File: src/rtl/vga_pkg.sv
// Shared VGA-pipeline types and helpers: default rectangle entry layout and
// a priority picker for per-rectangle hit vectors.
package vga_pkg;

   localparam int DEF_COORD_W = 10;
   localparam int MAX_RECT    = 16;

   typedef struct packed {
      logic                   en;
      logic                   cut;
      logic [DEF_COORD_W-1:0] x0;
      logic [DEF_COORD_W-1:0] x1;
      logic [DEF_COORD_W-1:0] y0;
      logic [DEF_COORD_W-1:0] y1;
   } rect_t;

   function automatic logic [3:0] lowest_set_idx(input logic [MAX_RECT-1:0] vec);
      logic [3:0] idx;
      logic       found;
      idx   = '0;
      found = 1'b0;
      for (int unsigned i = 0; i < MAX_RECT; i++) begin
         if (vec[i] && !found) begin
            idx   = 4'(i);
            found = 1'b1;
         end
      end
      return idx;
   endfunction

endpackage

File: src/rtl/rect_region_engine_if.sv
// Rectangle configuration write channel (valid/ready) for rect_region_engine.
interface rect_region_engine_if #(
   parameter int ID_W    = 2,
   parameter int COORD_W = 10
);
   logic               cfg_valid;
   logic               cfg_ready;
   logic [ID_W-1:0]    cfg_idx;
   logic [COORD_W-1:0] cfg_x0;
   logic [COORD_W-1:0] cfg_x1;
   logic [COORD_W-1:0] cfg_y0;
   logic [COORD_W-1:0] cfg_y1;
   logic               cfg_en;
   logic               cfg_cut;

   modport master (
      output cfg_valid, cfg_idx, cfg_x0, cfg_x1, cfg_y0, cfg_y1, cfg_en, cfg_cut,
      input  cfg_ready
   );

   modport slave (
      input  cfg_valid, cfg_idx, cfg_x0, cfg_x1, cfg_y0, cfg_y1, cfg_en, cfg_cut,
      output cfg_ready
   );
endinterface

File: src/rtl/rect_hit_cell.sv
// Combinational hit test of one pixel against one rectangle with optional
// corner cut-outs; all sums are one bit wider than the coordinates.
module rect_hit_cell #(
   parameter int COORD_W = 10,
   parameter int CORN    = 10
) (
   input  logic               en,
   input  logic               cut,
   input  logic [COORD_W-1:0] x0,
   input  logic [COORD_W-1:0] x1,
   input  logic [COORD_W-1:0] y0,
   input  logic [COORD_W-1:0] y1,
   input  logic [COORD_W-1:0] q_x,
   input  logic [COORD_W-1:0] q_y,
   output logic               match
);

   localparam logic [COORD_W:0] CORN_E   = (COORD_W+1)'(CORN);
   localparam logic             CORN_ON  = (CORN != 0);

   logic [COORD_W:0] qx_e, qy_e, x0_e, x1_e, y0_e, y1_e;
   logic in_box, left, right, top, bottom, corner;

   always_comb begin
      qx_e   = {1'b0, q_x};
      qy_e   = {1'b0, q_y};
      x0_e   = {1'b0, x0};
      x1_e   = {1'b0, x1};
      y0_e   = {1'b0, y0};
      y1_e   = {1'b0, y1};
      in_box = (qx_e > x0_e) && (qx_e < x1_e) && (qy_e > y0_e) && (qy_e < y1_e);
      left   = qx_e < (x0_e + CORN_E);
      right  = (qx_e + CORN_E) > x1_e;
      top    = qy_e < (y0_e + CORN_E);
      bottom = (qy_e + CORN_E) > y1_e;
      corner = (left | right) & (top | bottom) & cut & CORN_ON;
      match  = en & in_box & ~corner;
   end

endmodule

File: src/rtl/rect_region_engine.sv
// Multi-rectangle pixel hit-test engine: double-buffered rectangle table
// committed on frame_start, two-stage registered hit/hit_id pipeline.
module rect_region_engine
   import vga_pkg::*;
#(
   parameter int N_RECT  = 4,
   parameter int COORD_W = DEF_COORD_W,
   parameter int CORN    = 10,
   parameter int ID_W    = (N_RECT > 1) ? $clog2(N_RECT) : 1
) (
   input  logic                 clk,
   input  logic                 rst,
   rect_region_engine_if.slave  cfg,
   input  logic                 frame_start,
   input  logic                 pix_valid,
   input  logic [COORD_W-1:0]   Q_X,
   input  logic [COORD_W-1:0]   Q_Y,
   output logic                 hit_valid,
   output logic                 hit,
   output logic [ID_W-1:0]      hit_id
);

   // Same layout as rect_t but sized by this instance's COORD_W.
   typedef struct packed {
      logic               en;
      logic               cut;
      logic [COORD_W-1:0] x0;
      logic [COORD_W-1:0] x1;
      logic [COORD_W-1:0] y0;
      logic [COORD_W-1:0] y1;
   } entry_t;

   entry_t              shadow [N_RECT];
   entry_t              active [N_RECT];
   logic [N_RECT-1:0]   match;
   logic [N_RECT-1:0]   match_q;
   logic                pv_q;

   // Blocking writes during a commit keeps shadow stable while it is copied.
   assign cfg.cfg_ready = !rst && !frame_start;

   for (genvar i = 0; i < N_RECT; i++) begin : g_cell
      rect_hit_cell #(
         .COORD_W (COORD_W),
         .CORN    (CORN)
      ) u_cell (
         .en    (active[i].en),
         .cut   (active[i].cut),
         .x0    (active[i].x0),
         .x1    (active[i].x1),
         .y0    (active[i].y0),
         .y1    (active[i].y1),
         .q_x   (Q_X),
         .q_y   (Q_Y),
         .match (match[i])
      );
   end

   always_ff @(posedge clk) begin
      if (rst) begin
         for (int unsigned i = 0; i < N_RECT; i++) begin
            shadow[i] <= '0;
            active[i] <= '0;
         end
         match_q   <= '0;
         pv_q      <= 1'b0;
         hit_valid <= 1'b0;
         hit       <= 1'b0;
         hit_id    <= '0;
      end else begin
         if (cfg.cfg_valid && cfg.cfg_ready && (int'(cfg.cfg_idx) < N_RECT)) begin
            shadow[cfg.cfg_idx] <= '{en:  cfg.cfg_en,  cut: cfg.cfg_cut,
                                     x0:  cfg.cfg_x0,  x1:  cfg.cfg_x1,
                                     y0:  cfg.cfg_y0,  y1:  cfg.cfg_y1};
         end
         if (frame_start) begin
            active <= shadow;
         end
         match_q   <= pix_valid ? match : '0;
         pv_q      <= pix_valid;
         hit_valid <= pv_q;
         hit       <= |match_q;
         hit_id    <= ID_W'(lowest_set_idx(MAX_RECT'(match_q)));
      end
   end

endmodule

File: src/flat_wrapper.sv
// flat-port wrapper written by rule: the top's interface ports become plain ports
module rect_region_engine_flat import vga_pkg::*;
#(
   parameter int N_RECT  = 4,
   parameter int COORD_W = DEF_COORD_W,
   parameter int CORN    = 10,
   parameter int ID_W    = (N_RECT > 1) ? $clog2(N_RECT) : 1
)
  (clk, rst, frame_start, pix_valid, Q_X, Q_Y, hit_valid, hit, hit_id, cfg_cfg_valid, cfg_cfg_idx, cfg_cfg_x0, cfg_cfg_x1, cfg_cfg_y0, cfg_cfg_y1, cfg_cfg_en, cfg_cfg_cut, cfg_cfg_ready);
  rect_region_engine_if #(.ID_W(ID_W), .COORD_W(COORD_W)) cfg_i ();
  input  logic clk;
  input  logic rst;
  input  logic frame_start;
  input  logic pix_valid;
  input  logic [COORD_W-1:0] Q_X;
  input  logic [COORD_W-1:0] Q_Y;
  output logic hit_valid;
  output logic hit;
  output logic [ID_W-1:0] hit_id;
  input wire logic [$bits(cfg_i.cfg_valid)-1:0] cfg_cfg_valid;
  input wire logic [$bits(cfg_i.cfg_idx)-1:0] cfg_cfg_idx;
  input wire logic [$bits(cfg_i.cfg_x0)-1:0] cfg_cfg_x0;
  input wire logic [$bits(cfg_i.cfg_x1)-1:0] cfg_cfg_x1;
  input wire logic [$bits(cfg_i.cfg_y0)-1:0] cfg_cfg_y0;
  input wire logic [$bits(cfg_i.cfg_y1)-1:0] cfg_cfg_y1;
  input wire logic [$bits(cfg_i.cfg_en)-1:0] cfg_cfg_en;
  input wire logic [$bits(cfg_i.cfg_cut)-1:0] cfg_cfg_cut;
  output wire logic [$bits(cfg_i.cfg_ready)-1:0] cfg_cfg_ready;
  assign cfg_i.cfg_valid = cfg_cfg_valid;
  assign cfg_i.cfg_idx = cfg_cfg_idx;
  assign cfg_i.cfg_x0 = cfg_cfg_x0;
  assign cfg_i.cfg_x1 = cfg_cfg_x1;
  assign cfg_i.cfg_y0 = cfg_cfg_y0;
  assign cfg_i.cfg_y1 = cfg_cfg_y1;
  assign cfg_i.cfg_en = cfg_cfg_en;
  assign cfg_i.cfg_cut = cfg_cfg_cut;
  assign cfg_cfg_ready = cfg_i.cfg_ready;
  rect_region_engine #(.N_RECT(N_RECT), .COORD_W(COORD_W), .CORN(CORN), .ID_W(ID_W)) u_core (.clk(clk), .rst(rst), .cfg(cfg_i), .frame_start(frame_start), .pix_valid(pix_valid), .Q_X(Q_X), .Q_Y(Q_Y), .hit_valid(hit_valid), .hit(hit), .hit_id(hit_id));
endmodule
File: config.mk
export PLATFORM = sky130hd
export DESIGN_NAME = rect_region_engine_flat
export DESIGN_NICKNAME = d
export VERILOG_FILES = /design/src/rtl/vga_pkg.sv /design/src/rtl/rect_region_engine_if.sv /design/src/rtl/rect_hit_cell.sv /design/src/rtl/rect_region_engine.sv /design/src/flat_wrapper.sv
export SDC_FILE = /design/constraint.sdc
export NUM_CORES = 1
export LEC_CHECK = 0
export CORE_UTILIZATION = 30
export DETAILED_ROUTE_END_ITERATION = 7
export SETUP_SLACK_MARGIN = 0.15
export SLEW_MARGIN = 15
export SYNTH_ARGS = -nofsm -noshare
export SYNTH_HDL_FRONTEND = slang
export SYNTH_SLANG_ARGS = --single-unit
File: constraint.sdc
create_clock -name clk -period 2.3 [get_ports clk]
set_input_delay 0.23 -clock clk [delete_from_list [all_inputs] [get_ports clk]]
set_output_delay 0.23 -clock clk [all_outputs]
set_load 0.1 [all_outputs]
=== Yosys cells after proc, flatten, opt, wreduce, memory -nomap -nowiden ===
Index checks and enable logic that the tools add are counted.

* Shift operators: 0
* Bitwise logic cells: 30
* Add/sub/neg operators: 10
* Equal/unequal tests: 0
* Reduce and logical (&&, ||, !) cells: 25
* Divide/modulo/power cells: 0
* Multiplexer cells: 12
* Order comparisons: 34
* $mul: 0

{| class="wikitable"
|+ Operators with widths
! kind !! number
|-
| $bwmux W168 || 1
|-
| $add A10 B4 Y11 const B || 10
|-
| $gt A11 B10 Y1 || 8
|-
| $lt A10 B11 Y1 || 8
|-
| $demux W42 S2 || 1
|-
| $gt A10 B10 Y1 || 8
|-
| $lt A10 B10 Y1 || 8
|-
| $mux W42 || 1
|-
| $logic_and A1 B1 Y1 || 18
|-
| $and A1 B1 Y1 || 16
|-
| $or A1 B1 Y1 || 8
|-
| $mux W1 || 7
|-
| $logic_not A1 Y1 || 5
|-
| $not A1 Y1 || 5
|-
| $mux W2 || 2
|-
| $reduce_or A4 Y1 || 1
|-
| $ge A3 B3 Y1 const B || 1
|-
| $lt A3 B1 Y1 const B || 1
|-
| $not A2 Y3 || 1
|-
| $reduce_or A2 Y1 || 1
|}

* Bits in latches: 0
* Memories kept: 0
* Memory bits (read-only): 0
* Bits in registers: 345
* RAM bits: 0
* Input bits: 69

=== Logic depth before layout (Yosys ltp) ===
Gate-level depths: netlist of the first run.

* Depth after elaboration: 13
* Depth in mapped cells: 11
* Depth with buffers taken out: 11

=== By module ===
A second synthesis of the first run with hierarchy kept.

* Cell total of the unflattened synthesis: 2530
* Area total of the unflattened synthesis: 21728.3 um^2

{| class="wikitable"
|+ By module, submodules not included
! module !! seq. area each (um^2) !! area an instance (um^2) !! times used !! cells an instance
|-
| rect_region_engine || 6906.6 || 12505.7 || 1 || 1334
|-
| rect_hit_cell at u_core.g_cell[1].u_cell ... || 0.0 || 2322.2 || 2 || 300
|-
| rect_hit_cell at u_core.g_cell[0].u_cell || 0.0 || 2313.5 || 1 || 301
|-
| rect_hit_cell at u_core.g_cell[2].u_cell || 0.0 || 2264.7 || 1 || 295
|}

=== Least setup slack after synthesis of the first run ===
OpenSTA, ideal clock, no wires.

* Path kind: flip-flop to flip-flop
* Start: register u_core.active[53] (netlist bit)
* End: register u_core.match_q[2]
* Clock period less this slack: 2.483 ns
* Data required time: 2.209 ns
* Buffers on the path: 0
* Cell stages (with the launch flop): 11
* Slack: -0.183 ns
* Arrival: 2.392 ns
* Cells stage by stage: dfxtp_1 -> ha_1 -> o21ai_0 -> or3_1 -> xnor2_1 -> ha_1 -> o21a_1 -> nor2_1 -> a311o_1 -> or3_1 -> a311oi_1

* Word-level cells in the longest chain between the ends: 7
* Elaborated cells between the ends (all ways): 11
* Classes of those cells: add/sub (1); order compare (2); bitwise (6); reduce/logical (2)

{| class="wikitable"
|+ RTL lines
! element !! RTL line !! source
|-
| start, declared || rect_region_engine.sv:34 || <nowiki>entry_t active [N_RECT];</nowiki>
|-
| start signal, assigned || rect_region_engine.sv:77 || <nowiki>active <= shadow;</nowiki>
|-
| $add A10 B4 Y11 || rect_hit_cell.sv:34 || <nowiki>top = qy_e < (y0_e + CORN_E);</nowiki>
|-
| $lt A10 B11 Y1 || rect_hit_cell.sv:34 ||
|-
| $or A1 B1 Y1 || rect_hit_cell.sv:36 || <nowiki>corner = (left | right) & (top | bottom) & cut & CORN_ON;</nowiki>
|-
| $and A1 B1 Y1 (2 in a row) || rect_hit_cell.sv:36 ||
|-
| $not A1 Y1 || rect_hit_cell.sv:37 || <nowiki>match = en & in_box & ~corner;</nowiki>
|-
| $and A1 B1 Y1 * || rect_hit_cell.sv:37 ||
|-
| end signal, assigned || rect_region_engine.sv:79 || <nowiki>match_q <= pix_valid ? match : '0;</nowiki>
|-
| end, declared || rect_region_engine.sv:36 || <nowiki>logic [N_RECT-1:0] match_q;</nowiki>
|}

Mark *: on every way between the ends. The rest lies on a longest branch, timed or not.
A chain may end at the register's enable or synchronous reset.

=== Worst setup path after layout of the first run ===
* Start: register u_core.active[33] (netlist bit)
* End: register u_core.match_q[3]

* Word-level cells in the longest chain between the ends: 7
* Elaborated cells between the ends (all ways): 12
* Classes of those cells: add/sub (1); order compare (2); bitwise (6); reduce/logical (3)

{| class="wikitable"
|+ RTL lines
! element !! RTL line !! source
|-
| $add A10 B4 Y11 || rect_hit_cell.sv:32 || <nowiki>left = qx_e < (x0_e + CORN_E);</nowiki>
|-
| $lt A10 B11 Y1 || rect_hit_cell.sv:32 ||
|-
| $or A1 B1 Y1 || rect_hit_cell.sv:36 ||
|-
| $and A1 B1 Y1 (2 in a row) || rect_hit_cell.sv:36 ||
|-
| $not A1 Y1 || rect_hit_cell.sv:37 ||
|-
| $and A1 B1 Y1 * || rect_hit_cell.sv:37 ||
|}

Marked as above.

==> flow_summary.toml, run 1 <==
[logic_synthesis]
async_flop_share = 0
ys_types = 66
synth_nets = 2755
yosysSeqAreaShare = 0.3423
synth-main-ff-cell = "dfxtp_1"
netlist.area_leader.share = 0.3423
synthCells = 2372
synth_edf_count = 0
yosys_warnings = 0
mappedNetlistArea_um2 = 20180
syn_area_per_cell_um2 = 8.506
yosys-top-cells-area = "dfxtp_1 (34%), ha_1 (19%), mux2i_1 (8.3%), nand2_1 (7.0%), a21oi_1 (5.8%)"
synth_area_leader_cell = "dfxtp_1"
ys_ff_latch = 345

[timing]
timing.final.ws_setup_ns = -0.1759
grt_setup_unrepaired = "true"
hold_violations = 0
fin_worst_skew_ns = 0.02383
max_slew_margin = 0.4177
setup_viol = 4
drv_slew = 0
max_freq_mhz = 403.9
fin_crit_ns = 2.476
finalCritPeriodShare = 1.076
max_slew.worst_pin.slew_ns = 0.8734

[detailed_routing]
drt-total-wl_mm = 60.90
drc = 2
ant_nets = 0
viasPerCell = 4.842
num_vias = 17260
firstDrtPassIters = 8
wl_per_cell_um = 17.08
drt-initial-drc-count = 884

[power]
power.share.switching = 0.2610
vdd_drop_max_mv = 0.4195
clock_power_share = 0.447
internal-power_w = 0.01070
pwr_density_cell_nw_per_um2 = 562.6
p_seq_frac = 0.418
comb_power_share = 0.135
leakage_nw = 10.29
power.switching_w = 0.003777

[global_route]
grt_max_degree = 187
grt_usage = 0.1781
grt.overflow.total = 0
grt_pass1_wl_mm = 95.79
grt_pass1_vias = 16770
antenna_found_initial = 5

[cts]
cts_htree_levels = 2
cts_sinks = 345
clk_path_buf_depth = 3
numCtsBuffers = 39
cts-root-buf = "clkbuf_16"
clk_pin_slew_worst_paths_ns = 0.07
clk_latency_ns = 0.56
cts_tree = "built"

[worst_hold_path]
hold_path.class = "in -> reg"
hp-start = "frame_start"

[die]
die_w_um = 261.3
start_util = 0.3053
rows = 94
io_pins = 74
dieArea_um2 = 68300
core-area_um2 = 66100
dieHeight_um = 261.3

[worst_setup_path]
crit_type = "reg -> reg"
critical_path.most_common_cell = "buf_4"
cp.arrival_ns = 2.92
cp_slowest_stage_delay_ns = 0.45
cp_slowest_cell = "o21ai_0"
start_kind = "register"
worst-endpoint-required_ns = 2.74
r2r_start = "u_core.active[33]"
cp_max_fo = 4
crit_chain = "buf_4 > inv_1 > ha_1 > and4_1 > a221oi_1 > o21ai_0 > o2111ai_1 > buf_4 > a2111oi_4"
critPathLaunch = "u_core.active[33]"
end_kind = "register"

[flow_run]
max_cap_violations = 0

[finish]
finalNetCount = 3055
postLayoutCoreUtil = 0.3892
final.fill_count = 6698
final_common_cell = "nand2_1"
final_cell_mix = "nand2_1 (373), dfxtp_1 (318), ha_1 (301), buf_4 (263), a21oi_1 (231)"
area_growth_pct = 27.50
antennaDiodeCount = 0
drive_gt1_frac = 0.1733

[place]
dp_slack_ns = -1.084
placement.io_buffers = 73
gp_congestion = 0.8879
place.detailed.hpwl_mm = 44.67

[run_status]
violations = "DRC, setup timing"
status = "finished, violations left"
==> worst paths after layout <==
check	endpoint	cells after the start	slack [ns]
worst max-delay path	u_core.match_q[3]	9	-0.18
worst min-delay path	u_core.active[99]	3	0.15
worst max register to register	u_core.match_q[3]	9	-0.18
worst min register to register	u_core.hit_valid	1	0.44
==> what timing repair did <==
item,in CTS,in global routing
endpoints found under the setup margin,4,13
gates resized for setup,84,18
hold buffers,1,0
pin swaps,34,8
hold endpoints to repair,1,0
buffers inserted,6,0
==> power by group through the flow <==
stage                     Clock, W  Combinational, W  Sequential, W
after floorplan                  0           0.00102        0.00619
after global placement           0           0.00189        0.00619
after detailed placement         0           0.00190        0.00619
after CTS                  0.00661           0.00196        0.00605
after global routing       0.00686           0.00217        0.00606
final                      0.00646           0.00195        0.00605
==> layer usage <==
layer / wire [µm] / vias up / track usage
met1: 28570 / 8118 / 0.2336
li1: - / 8818 / -
met5: 54 / - / 0
met2: 28770 / 234 / 0.3029
met4: 1419 / 8 / 0.05023
met3: 2083 / 82 / 0.02478
==> worst max-delay path: cells and delay by family, from the launching register on <==
| family | cells | cell delay (ns) |
|---|---|---|
| DFF | 1 | 0.44 |
| and+or+nand+nor | 1 | 0.21 |
| buffers and inverters | 3 | 0.39 |
| AOI/OAI and AO/OA | 4 | 1.04 |
| adders and majority gates | 1 | 0.28 |
==> flip-flops by register name, indices dropped and copies added (netlist names) <==
name and cells:
u_core.shadow 168, u_core.pv_q 1, u_core.hit_valid 1, u_core.active 168, u_core.hit_id 2, u_core.match_q 4
u_core.hit 1
==> synth_stat cells, drive strengths merged, types with 3 or more instances <==
master	instances
o211a	3
and4	4
o21bai	6
nand2b	6
and3	10
o31ai	14
o211ai	10
xnor2	56
nor2	229
xor2	14
a21oi	239
buf	44
a311o	4
nand2	376
a2111oi	9
nor3b	7
nand4	30
a211oi	13
dfxtp	345
or3	10
clkbuf	50
or2	6
a21o	22
nor4	4
nand3	22
a311oi	5
a2111o	4
nor2b	12
o311ai	3
a31oi	7
o21ai	63
inv	166
o2111ai	9
a221oi	3
ha	314
mux2i	168
o21a	25
nor3	35
==> metrics by stage <==
stage	std cells	TNS [ns]	power [W]	hold slack, ns	cell area, µm²
detailed placement	3488	-3.624	0.008088	0.4318	23970
floorplan	2372	-0.1085	0.007212	0.3660	20340
global route	3565	-1.002	0.01508	0.1391	25730
CTS	3565	-0.5088	0.01462	0.1358	25640
global placement	3488	-3.470	0.008077	0.4189	23970
finish	3565	-0.5429	0.01447	0.1485	25730
==> final cells by class <==
| cell class | count | area, µm² | area share |
|---|---|---|---|
| multi-input combinational | 1767 | 12740 | 0.4952 |
| timing repair buffer | 353 | 3002 | 0.1167 |
| clock buffer | 49 | 1075 | 0.04178 |
| clock inverter | 21 | 246.5 | 0.009581 |
| tap | 864 | 1081 | 0.04202 |
| sequential | 345 | 6958 | 0.2705 |
| inverter | 166 | 625.6 | 0.02432 |
==> kinds of logic (layout without fill, tap and decap cells) <==
group	Yosys count	after routing	synth area share
compound gates	457	457	0.1390
simple gates	758	758	0.1594
buf+inv	260	589	0.05079
flops	345	345	0.3423
mux	168	168	0.08334
xor+xnor	70	70	0.03039
fa+ha+maj	314	314	0.1947
No activity file was read; power rests on OpenSTA's default activity.
==> run 2: changes to the inputs <==
--- a/config.mk
+++ b/config.mk
@@ -5,6 +5,7 @@
 export SDC_FILE = /design/constraint.sdc
 export NUM_CORES = 1
 export LEC_CHECK = 0
+export CAP_MARGIN = 20
 export CORE_UTILIZATION = 30
 export DETAILED_ROUTE_END_ITERATION = 7
 export SETUP_SLACK_MARGIN = 0.15
==> results of run 2 <==
Same layout as run 1: the final DEF is identical, and so are final timing and power.
==> patch (settings of run 1) <==
Reset style: asynchronous (`rst`), changed in one clocked block.
--- a/src/rtl/rect_region_engine.sv
+++ b/src/rtl/rect_region_engine.sv
@@ -57,5 +57,5 @@
    end
 
-   always_ff @(posedge clk) begin
+   always_ff @(posedge clk or posedge rst) begin
       if (rst) begin
          for (int unsigned i = 0; i < N_RECT; i++) begin
Check against the original RTL: differs if rst is asserted again (counterexample within 4 cycles, from zero or initial values and one cycle with rst high); with rst held inactive, the same outputs for 4 cycles.
==> patch against run 1 <==
The run ends with negative setup slack left; cell area grew 2.1%; worst setup slack lost 0.17 ns; area after synthesis grew 1.7%; synthesized cell count shrank 18%; core utilization grew 0.062 points; sequential cell count is the same; first-iteration DRC count shrank 5.7%; maximum frequency shrank 6.3%; routed wire length shrank 2.2%; critical endpoint is now u_core.match_q[3]$_DFF_PP0_.
Power is not compared: it rests on default switching activity, and its combinational part moved more than twofold at a synthesized area within 25%.
==> patch: results (changes against run 1) <==
metric,value,unit,change
synthTopCellsByArea,"dfrtp_1 42%, ha_1 19%, mux2_2 11%",,"was dfxtp_1 34%, ha_1 19%, mux2i_1 8.3%"
slowest_stage,dfrtp_1,,was o21ai_0
final_nets,2677,,was 3055
synth_common_cells,"345 x dfrtp_1, 314 x ha_1, 208 x o21ai_0",,"was 376 x nand2_1, 345 x dfxtp_1, 314 x ha_1"
clock_skew,0.02485,ns,was 0.02383 ns
synthFlopType,dfrtp_1,,was dfxtp_1
violations,negative setup slack,,"was design-rule violations, negative setup slack"
placedInstanceArea,0.02457,mm^2,was 0.02397 mm^2
regToRegStartpoint,u_core.active[12]$_DFFE_PP0P_,,was u_core.active[33]$_SDFFE_PP0P_
synthArstFlopShare,1.000,,was 0
wl_per_cell,18.60,um,was 17.08 um
buffer_area_frac,0.1151,,was 0.1167
first_global_vias,16810,,was 16770
setup_viol,4,,unchanged
signal_buffers,356,,was 353
fillers,6481,,was 6698
multi_input_area,0.01146,mm^2,was 0.01274 mm^2
numCtsBuffers,41,,was 39
nClkBuffers,56,,was 49
clkLatencyLatePin,0.58,ns,was 0.56 ns
multi_input_comb_cells,1378,,was 1767
n_antenna_cell,1,,was 0
min_to,u_core.active[103]$_DFFE_PP0P_,,was u_core.active[99]$_SDFFE_PP0P_
netlist-cell-type-count,56,,was 66
first_pass_iters,5,,was 8
fin_ws,-0.3426,ns,was -0.1759 ns
status,finished with violations,,unchanged
grt_antenna_before_repair,8,,was 5
[patch: cell count changes after synthesis, moves of 149 or more]
cell / run 1 / this run
nor2_1: 228 / 46
mux2i_1: 168 / 0
o21ai_0: 59 / 208
mux2_2: 0 / 192
nand2_1: 376 / 166
dfxtp_1: 345 / 0
dfrtp_1: 0 / 345
a21oi_1: 233 / 80
[patch: logic make-up after synthesis]
group | count (synthesis) | synth area share
adders and majority gates | 314 | 0.1914
and+or+nand+nor | 365 | 0.08363
buffers and inverters | 222 | 0.04175
xor gates and xnor gates | 70 | 0.02987
AOI/OAI and AO/OA | 437 | 0.1275
DFF | 345 | 0.4206
muxes | 192 | 0.1053
[patch: worst max-delay path by stage]
| stage | startpoint | to | cells after the start |
|---|---|---|---|
| 2_1_floorplan | rst | u_core.active[0]$_DFFE_PP0P_ | 1 |
| 3_3_place_gp | Q_Y[1] | u_core.match_q[1]$_DFF_PP0_ | 12 |
| 3_5_place_dp | Q_Y[1] | u_core.match_q[1]$_DFF_PP0_ | 12 |
| 4_1_cts | u_core.active[31]$_DFFE_PP0P_ | u_core.match_q[3]$_DFF_PP0_ | 9 |
| 5_1_grt | u_core.active[31]$_DFFE_PP0P_ | u_core.match_q[3]$_DFF_PP0_ | 9 |
| 6_report | u_core.active[12]$_DFFE_PP0P_ | u_core.match_q[3]$_DFF_PP0_ | 10 |
[patch: metrics by stage]
stage	hold slack, ns	setup TNS, ns	cells	worst slack (ns)
2_1_floorplan	0.2614	-878.92	1945	-2.546
3_3_place_gp	0.3367	-3.791	3121	-1.005
3_5_place_dp	0.3418	-4.234	3121	-1.107
4_1_cts	0.01596	-0.9071	3199	-0.3614
5_1_grt	0.05661	-1.332	3200	-0.4396
6_report	0.05306	-0.8812	3201	-0.3426
